[src/rtl/dec_demux.sv]
// rtl/dec_demux.sv - input-side router from the source stream to the Caesar/Scytale/ZigZag decryptors
// Optional feature macro: DEC_DEMUX_OVF_FLAG_EN adds the sticky ovf_o drop flag.
module dec_demux #(
   parameter int D_WIDTH    = 8,
   parameter int FIFO_DEPTH = 4
) (
   input  logic               clk,
   input  logic               rst_n,
   input  logic [1:0]         select,
   input  logic [D_WIDTH-1:0] data_i,
   input  logic               valid_i,
   output logic               busy_o,
   output logic [D_WIDTH-1:0] data0_o,
   output logic               valid0_o,
   output logic [D_WIDTH-1:0] data1_o,
   output logic               valid1_o,
   output logic [D_WIDTH-1:0] data2_o,
   output logic               valid2_o,
   input  logic               busy0_i,
   input  logic               busy1_i,
   input  logic               busy2_i
`ifdef DEC_DEMUX_OVF_FLAG_EN
   ,
   output logic               ovf_o
`endif
);

   localparam int AW = $clog2(FIFO_DEPTH);
   localparam logic [AW:0] FULL_COUNT = (AW+1)'(FIFO_DEPTH);

   typedef enum logic [1:0] {
      IDLE   = 2'd0,
      STREAM = 2'd1,
      DRAIN  = 2'd2
   } state_t;

   state_t             r_state;
   logic [1:0]         r_sel;
   logic [D_WIDTH-1:0] r_mem [FIFO_DEPTH];
   logic [AW-1:0]      r_wr_ptr;
   logic [AW-1:0]      r_rd_ptr;
   logic [AW:0]        r_count;

   logic               w_full;
   logic               w_empty;
   logic [1:0]         w_dest;
   logic               w_dest_busy;
   logic               w_push;
   logic               w_pop;

   assign w_full  = (r_count == FULL_COUNT);
   assign w_empty = (r_count == '0);

   // On the IDLE entry cycle the destination has not been latched yet, so use select directly.
   assign w_dest  = (r_state == IDLE) ? select : r_sel;
   assign w_push  = valid_i && (r_state != DRAIN) && !w_full && (w_dest != 2'b11);
   assign w_pop   = !w_empty && !w_dest_busy;

   // Busy is decoded purely from registered state so the source sees a clean level.
   assign busy_o  = (r_state == DRAIN) || w_full;

   // Pick the busy input of the latched destination; destination 11 never pops.
   always_comb begin
      w_dest_busy = 1'b1;
      case (r_sel)
         2'b00:   w_dest_busy = busy0_i;
         2'b01:   w_dest_busy = busy1_i;
         2'b10:   w_dest_busy = busy2_i;
         default: w_dest_busy = 1'b1;
      endcase
   end

   // Message framing FSM: latch the destination at message start, hold it until drained.
   always_ff @(posedge clk) begin
      if (!rst_n) begin
         r_state <= IDLE;
         r_sel   <= 2'b00;
      end else begin
         case (r_state)
            IDLE: begin
               if (valid_i) begin
                  r_state <= STREAM;
                  r_sel   <= select;
               end
            end
            STREAM: begin
               if (!valid_i) r_state <= DRAIN;
            end
            DRAIN: begin
               if (w_empty) r_state <= IDLE;
            end
            default: r_state <= IDLE;
         endcase
      end
   end

   // FIFO storage; contents need no reset because the pointers are cleared.
   always_ff @(posedge clk) begin
      if (w_push) r_mem[r_wr_ptr] <= data_i;
   end

   // FIFO pointers and occupancy; simultaneous push and pop leave the count unchanged.
   always_ff @(posedge clk) begin
      if (!rst_n) begin
         r_wr_ptr <= '0;
         r_rd_ptr <= '0;
         r_count  <= '0;
      end else begin
         if (w_push) r_wr_ptr <= r_wr_ptr + AW'(1);
         if (w_pop)  r_rd_ptr <= r_rd_ptr + AW'(1);
         case ({w_push, w_pop})
            2'b10:   r_count <= r_count + (AW+1)'(1);
            2'b01:   r_count <= r_count - (AW+1)'(1);
            default: r_count <= r_count;
         endcase
      end
   end

   // Registered channel outputs: only the latched channel carries the popped head, for one cycle.
   always_ff @(posedge clk) begin
      if (!rst_n) begin
         data0_o  <= '0;
         valid0_o <= 1'b0;
         data1_o  <= '0;
         valid1_o <= 1'b0;
         data2_o  <= '0;
         valid2_o <= 1'b0;
      end else begin
         data0_o  <= '0;
         valid0_o <= 1'b0;
         data1_o  <= '0;
         valid1_o <= 1'b0;
         data2_o  <= '0;
         valid2_o <= 1'b0;
         if (w_pop) begin
            case (r_sel)
               2'b00: begin
                  data0_o  <= r_mem[r_rd_ptr];
                  valid0_o <= 1'b1;
               end
               2'b01: begin
                  data1_o  <= r_mem[r_rd_ptr];
                  valid1_o <= 1'b1;
               end
               2'b10: begin
                  data2_o  <= r_mem[r_rd_ptr];
                  valid2_o <= 1'b1;
               end
               default: ;
            endcase
         end
      end
   end

`ifdef DEC_DEMUX_OVF_FLAG_EN
   logic w_drop;

   // Any valid character that is not pushed (full, DRAIN or destination 11) is a drop.
   assign w_drop = valid_i && !w_push;

   // Sticky drop flag, cleared only by reset.
   always_ff @(posedge clk) begin
      if (!rst_n)      ovf_o <= 1'b0;
      else if (w_drop) ovf_o <= 1'b1;
   end
`endif

endmodule
[config.mk]
export PLATFORM = sky130hd
export DESIGN_NAME = dec_demux
export DESIGN_NICKNAME = d
export VERILOG_FILES = /design/src/rtl/dec_demux.sv
export SDC_FILE = /design/constraint.sdc
export NUM_CORES = 1
export LEC_CHECK = 0
export BUFFER_PORTS_ARGS = -buffer_cell sky130_fd_sc_hd__buf_2
export CAP_MARGIN = 30
export CORE_UTILIZATION = 49
export DETAILED_ROUTE_END_ITERATION = 10
export GPL_ROUTABILITY_DRIVEN = 0
export MAX_ROUTING_LAYER = met4
export PLACE_DENSITY_LB_ADDON = 0.08
export SYNTH_ARGS = -nofsm -noshare
export SYNTH_HDL_FRONTEND = slang
export SYNTH_SLANG_ARGS = --single-unit
[constraint.sdc]
create_clock -name clk -period 2.2 [get_ports clk]
set_clock_uncertainty 0.1 [all_clocks]
set_input_delay 0.33 -clock clk [delete_from_list [all_inputs] [get_ports clk]]
set_output_delay 0.33 -clock clk [all_outputs]
set_load 0.02 [all_outputs]
== Word-level counts from Yosys, hierarchy flattened ==
Memory sizes are Yosys's and may differ from the RTL's. A register that Yosys moved wholly into a read port is not among the register bits.
Index checks and enable logic that the tools add are counted.

* Input port bits: 16
* Bits in writable memories: 32
* Memories kept: 1
* Logic and storage cells: 60
* Output and inout bits: 28
* Bits in registers: 38

* Add/subtract/negate cells: 4
* Mux-type cells: 14
* Reductions and logical operators: 18
* Eq/ne operators: 12

{| class="wikitable"
|+ Memory list
! memory !! words !! width !! rd ports !! clocked after Yosys merged registers in !! write ports !! RTL line !! text
|-
| r_mem || 4 || 8 || 1 || 1 || 1 || 39 || <nowiki>logic [D_WIDTH-1:0] r_mem [FIFO_DEPTH];</nowiki>
|}

{| class="wikitable"
|+ Operator list
! kind !! count
|-
| $mux W2 || 6
|-
| $reduce_and A3 Y1 || 4
|-
| $ne A2 B2 Y1 const B || 5
|-
| $eq A2 B1 Y1 const B || 3
|-
| $eq A2 B2 Y1 const B || 3
|-
| $pmux W2 S3 || 1
|-
| $pmux W3 S2 || 1
|-
| $mux W1 || 5
|-
| $add A2 B1 Y2 const B || 2
|-
| $logic_and A1 B1 Y1 || 4
|-
| $logic_not A2 Y1 || 2
|-
| $reduce_and A2 Y1 || 2
|-
| $add A3 B1 Y3 const B || 1
|-
| $eq A3 B3 Y1 const B || 1
|-
| $logic_not A1 Y1 || 3
|-
| $logic_not A3 Y1 || 1
|-
| $pmux W1 S3 || 1
|-
| $sub A3 B1 Y3 const B || 1
|-
| $reduce_bool A2 Y1 || 1
|-
| $logic_or A1 B1 Y1 || 1
|}

== Longest topological paths before layout ==
* Depth in word-level cells: 6
* Mapped depth: 11
* Mapped depth without buffers: 10

== Worst setup path before layout ==
Ideal clock, no wire load.

* Path type: register to register
* Start: reg r_state[1]
* End: reg r_count[2]
* Clock period less this slack: 2.305 ns
* Required time: 2.024 ns
* Arrival: 2.130 ns
* Slack: -0.105 ns
* Path buffers: 1
* Library setup time: 0.076 ns
* Stages on the path, launching flop included: 12
* Cells stage by stage: dfxtp_1 nor2b_1 a31oi_1 and4_1 buf_2 inv_1 ha_1 inv_1 fa_1 xor2_1 or3_1 a21boi_0

* Cells in the longest elaborated chain, start to end: 6
* Elaborated cells on any way between the ends: 11
* Classes of those cells: eq/ne: 4; mux: 2; reduce/logical: 5

{| class="wikitable"
|+ RTL lines
! element !! RTL line !! text
|-
| start: declaration || 37 || <nowiki>state_t r_state;</nowiki>
|-
| start signal: assignment || 76 || <nowiki>r_state <= IDLE;</nowiki>
|-
| start signal: assignment || 82 || <nowiki>r_state <= STREAM;</nowiki>
|-
| start signal: assignment || 87 || <nowiki>if (!valid_i) r_state <= DRAIN;</nowiki>
|-
| $logic_not A2 Y1 or $ne A2 B2 Y1 (tied branches) || 55, 56 ||
|-
| $mux W2 or $logic_and A1 B1 Y1 (tied branches) || 55, 56 ||
|-
| $ne A2 B2 Y1 or $logic_and A1 B1 Y1 (tied branches) || 56 || <nowiki>assign w_push = valid_i && (r_state != DRAIN) && !w_full && (w_dest != 2'b11);</nowiki>
|-
| $logic_and A1 B1 Y1 * || 56 ||
|-
| $eq A2 B1 Y1 or $eq A2 B2 Y1 (tied branches) || 111 || <nowiki>case ({w_push, w_pop})</nowiki>
|-
| $pmux W3 S2 or $reduce_bool A2 Y1 (tied branches) || n/a ||
|-
| end signal: assignment || 112 || <nowiki>2'b10: r_count <= r_count + (AW+1)'(1);</nowiki>
|-
| end signal: assignment || 113 || <nowiki>2'b01: r_count <= r_count - (AW+1)'(1);</nowiki>
|-
| end signal: assignment || 114 || <nowiki>default: r_count <= r_count;</nowiki>
|-
| end: declaration || 42 || <nowiki>logic [AW:0] r_count;</nowiki>
|}

Mark *: on every way between the ends. The rest lies on a longest branch, timed or not.
A chain may end at the register's enable or synchronous reset.

== Worst setup path in the final report ==
Ends and elaborated chain as after synthesis.

==> results_dict.tcl <==
set metrics [dict create \
    netlist_area_before_placement_mm2 0.00260 \
    overflow 0 \
    dp_cells 286 \
    cts_root_buf "sky130_fd_sc_hd__clkbuf_8" \
    global_route.usage.total 0.170 \
    std_cell_rows 26 \
    finalPower_mw 3.22 \
    clock_sinks 72 \
    crit-reg2reg-capture "r_count[2]" \
    grt_pass1_wl_um 6350 \
    ff2ff_setup_slack_ns 0.07 \
    clockPowerShare 0.261 \
    static-leakage-power_nw 1.24 \
    post-route-period-util 0.970 \
    timing.hold.ws_ns 0.109 \
    drt_drc_violations_left 0 \
    critPathRequiredTime_ns 2.37 \
    syn-mean-instance-area_um2 15.1 \
    path_clk_slew_ns 0.07 \
    worst_setup_path_start_kind "flip-flop" \
    drt-vias-per-instance 4.71 \
    r2r_path_start "r_state[1]" \
    first_global_vias 1349 \
    min_delay_worst_endpoint "r_mem[2][2]" \
    io-pin-count 44 \
    clock_latency_ns 0.33 \
    cellPowerDensity_mw_per_mm2 1040 \
    finalHoldViolCount 0 \
    cp_data_arrival_time_ns 2.30 \
    synthCells 173 \
    buffer_ports.inserted 43 \
    cts-htree-levels 3 \
    tightest_slew_ns 0.472 \
    layout_nets 249 \
    die_area_mm2 0.00561 \
    route.detailed.wl_per_inst_um 13.7 \
    setup.worst_path.class "reg -> reg" \
    drv_cap 0 \
    number_of_warnings_issued_by_yosys 0 \
    synth_nets 195 \
    synth_cell_type_count 35 \
    route.antenna.remaining_nets 0 \
    cts_tree "yes" \
    floorplan.initialDensity 0.510 \
    cts_inserted_buffers 9 \
    die_height_um 74.9 \
    final-instance-count-excl-fill 302 \
    drive_gt1_frac 0.358 \
    worstHoldPathCells 1 \
    fp.coreArea_mm2 0.00511 \
    reg2regPathDepth 10 \
    fraction_of_power_consumed_by_sequential_logic 0.509 \
    final_period_minus_worst_setup_slack_ns 2.13 \
    swShare 0.280 \
    vdd_ir_drop_max_mv 0.645 \
    number_of_fillers_in_the_final_layout 424 \
    post-dp-hpwl_um 2910 \
    finalWirelength_um 4140 \
    antenna_found_initial 0 \
    max_slew_margin 0.684 \
    intPower_mw 2.32 \
    largest_buffer_count_on_any_clock_path 2 \
    grt_start_max_net_pins 18 \
    synth-seq-area-share 0.677 \
    num_vias 1421 \
    grt_setup_unrepaired "false" \
    critical_path.endpoint_type "flip-flop" \
    final-max-slew-violation-count 0 \
    worstHoldPathType "in -> reg" \
    syn2layout_area_growth_pct 18.9 \
    die_outline_width_um 74.9 \
    switchingPower_mw 0.902 \
    comb_power_share 0.230 \
    status "finished, final reports clean" \
    insertedDiodeCount 0 \
    ys_seq_elements 72 \
    drt-pass1-iter-count 4 \
    finalSetupViolations 0 \
    min_from "data_i[2]" \
    drt-initial-drc-count 59 \
    cp_max_fo 6 \
    clock.fmax_ghz 0.468 \
]
## cell type report
cell class              instances  area, um^2  share of cell area
multi-input cells              89         806               0.260
flip-flops and latches         72        1770               0.572
clock buffers                  12         135              0.0436
repair buffers                 47         245              0.0792
inverters                       8        30.0             0.00970
clock inverters                 4        21.3             0.00687
well taps                      70        87.6              0.0283
## metrics by stage
stage          setup TNS [ns]  area (um^2)  utilization  setup slack (ns)
2_1_floorplan               0         2620            -            0.0141
3_3_place_gp                0         2920        0.573            0.0552
3_5_place_dp         -0.00764         2920        0.573          -0.00764
4_1_cts                     0         3080        0.604           0.00547
5_1_grt                     0         3100        0.606           0.00400
6_report                    0         3100        0.606            0.0651
## cell usage in the layout, fill, tap and decap left out, drive strengths merged, types with 2 or more instances in the layout
cell type  netlist  final
nand3            2      2
clkbuf           1     12
buf              3     47
mux4             8      8
clkinv           0      3
o21ai            3      3
xor2             2      2
edfxtp          32     32
dfxtp           40     40
nor3b            2      2
nor2b           12     12
nor2             2      2
or3              2      2
inv              8      8
nand2            8      8
ha               5      5
and4             2      2
mux2i            5      5
and2            24     24
## power by group through the flow
stage               registers (mW)  clock network [mW]  logic (mW)
global route                  1.66               0.913       0.818
global placement              1.66                   0       0.717
detailed placement            1.67                   0       0.740
floorplan                     1.67                   0       0.540
finish                        1.64               0.840       0.742
CTS                           1.64               0.857       0.748
## what timing repair did
action	in CTS	in global routing
setup buffers	0	0
setup endpoints to repair	1	2
hold buffers	0	0
pin swaps	0	3
resized for setup	2	6
## how the worst max path moves through the flow
| stage | from | to | slack, ns | cells past startpoint |
|---|---|---|---|---|
| after floorplan | r_state[1] | r_count[2] | 0.01 | 11 |
| after global placement | busy0_i | r_count[2] | 0.06 | 9 |
| after detailed placement | busy0_i | r_count[2] | -0.008 | 9 |
| after CTS | r_state[1] | r_count[2] | 0.005 | 10 |
| after global routing | r_state[1] | r_count[2] | 0.004 | 10 |
| final | r_state[1] | r_count[2] | 0.07 | 10 |
## registers in the layout (all words and copies together), names as in the netlist, named ones only
| signal | cells |
|---|---|
| r_sel | 2 |
| r_state | 2 |
| data0_o | 8 |
| r_wr_ptr | 2 |
| valid0_o | 1 |
| r_mem | 32 |
| valid1_o | 1 |
| r_rd_ptr | 2 |
| data2_o | 8 |
| valid2_o | 1 |
| data1_o | 8 |
| r_count | 3 |
## routing by layer
layer | share of wire | global-route usage | up-vias | routed length, um
li1 | - | - | 712 | -
met1 | 0.46 | 0.205 | 664 | 1920
met2 | 0.47 | 0.249 | 37 | 1940
met3 | 0.049 | 0.0549 | 8 | 203
met4 | 0.020 | 0.101 | 0 | 81
met5 | 0 | - | - | 0
## critical path, cell delays in order (launching register included)
cell                       delay, ns
sky130_fd_sc_hd__dfxtp_4        0.38
sky130_fd_sc_hd__nor2b_4        0.16
sky130_fd_sc_hd__a31oi_2        0.05
sky130_fd_sc_hd__and4_1         0.18
sky130_fd_sc_hd__inv_1          0.06
sky130_fd_sc_hd__ha_2           0.18
sky130_fd_sc_hd__inv_1          0.05
sky130_fd_sc_hd__fa_2           0.33
sky130_fd_sc_hd__xor2_1         0.15
sky130_fd_sc_hd__or3_1          0.31
sky130_fd_sc_hd__a21boi_1       0.12
## synthesized netlist by cell type, drive strengths merged
cell | instances | area, um^2
dfxtp | 40 | 801
edfxtp | 32 | 961
and2 | 24 | 150
nor2b | 12 | 75.1
inv | 8 | 30.0
mux4 | 8 | 180
nand2 | 8 | 30.0
ha | 5 | 62.6
mux2i | 5 | 50.1
buf | 3 | 23.8
o21ai | 3 | 15.0
and4 | 2 | 20.0
nand3 | 2 | 22.5
nor2 | 2 | 7.51
nor3b | 2 | 15.0
or3 | 2 | 17.5
xor2 | 2 | 17.5
a21boi | 1 | 7.51
a21oi | 1 | 5.00
a31oi | 1 | 6.26
and3b | 1 | 8.76
clkbuf | 1 | 3.75
fa | 1 | 20.0
nand2b | 1 | 6.26
nand4 | 1 | 6.26
nor3 | 1 | 10.0
nor4b | 1 | 23.8
o211ai | 1 | 7.51
or3b | 1 | 11.3
xnor2 | 1 | 8.76
## kinds of logic after synthesis
| kind of cell | Yosys count | synth area share |
|---|---|---|
| AOI/OAI and AO/OA | 7 | 0.0159 |
| DFF | 72 | 0.677 |
| muxes | 13 | 0.0884 |
| and+or+nand+nor | 60 | 0.155 |
| adders and majority gates | 6 | 0.0317 |
| buffers and inverters | 12 | 0.0221 |
| xor gates and xnor gates | 3 | 0.0101 |
Power figures use the tool's default switching activity.
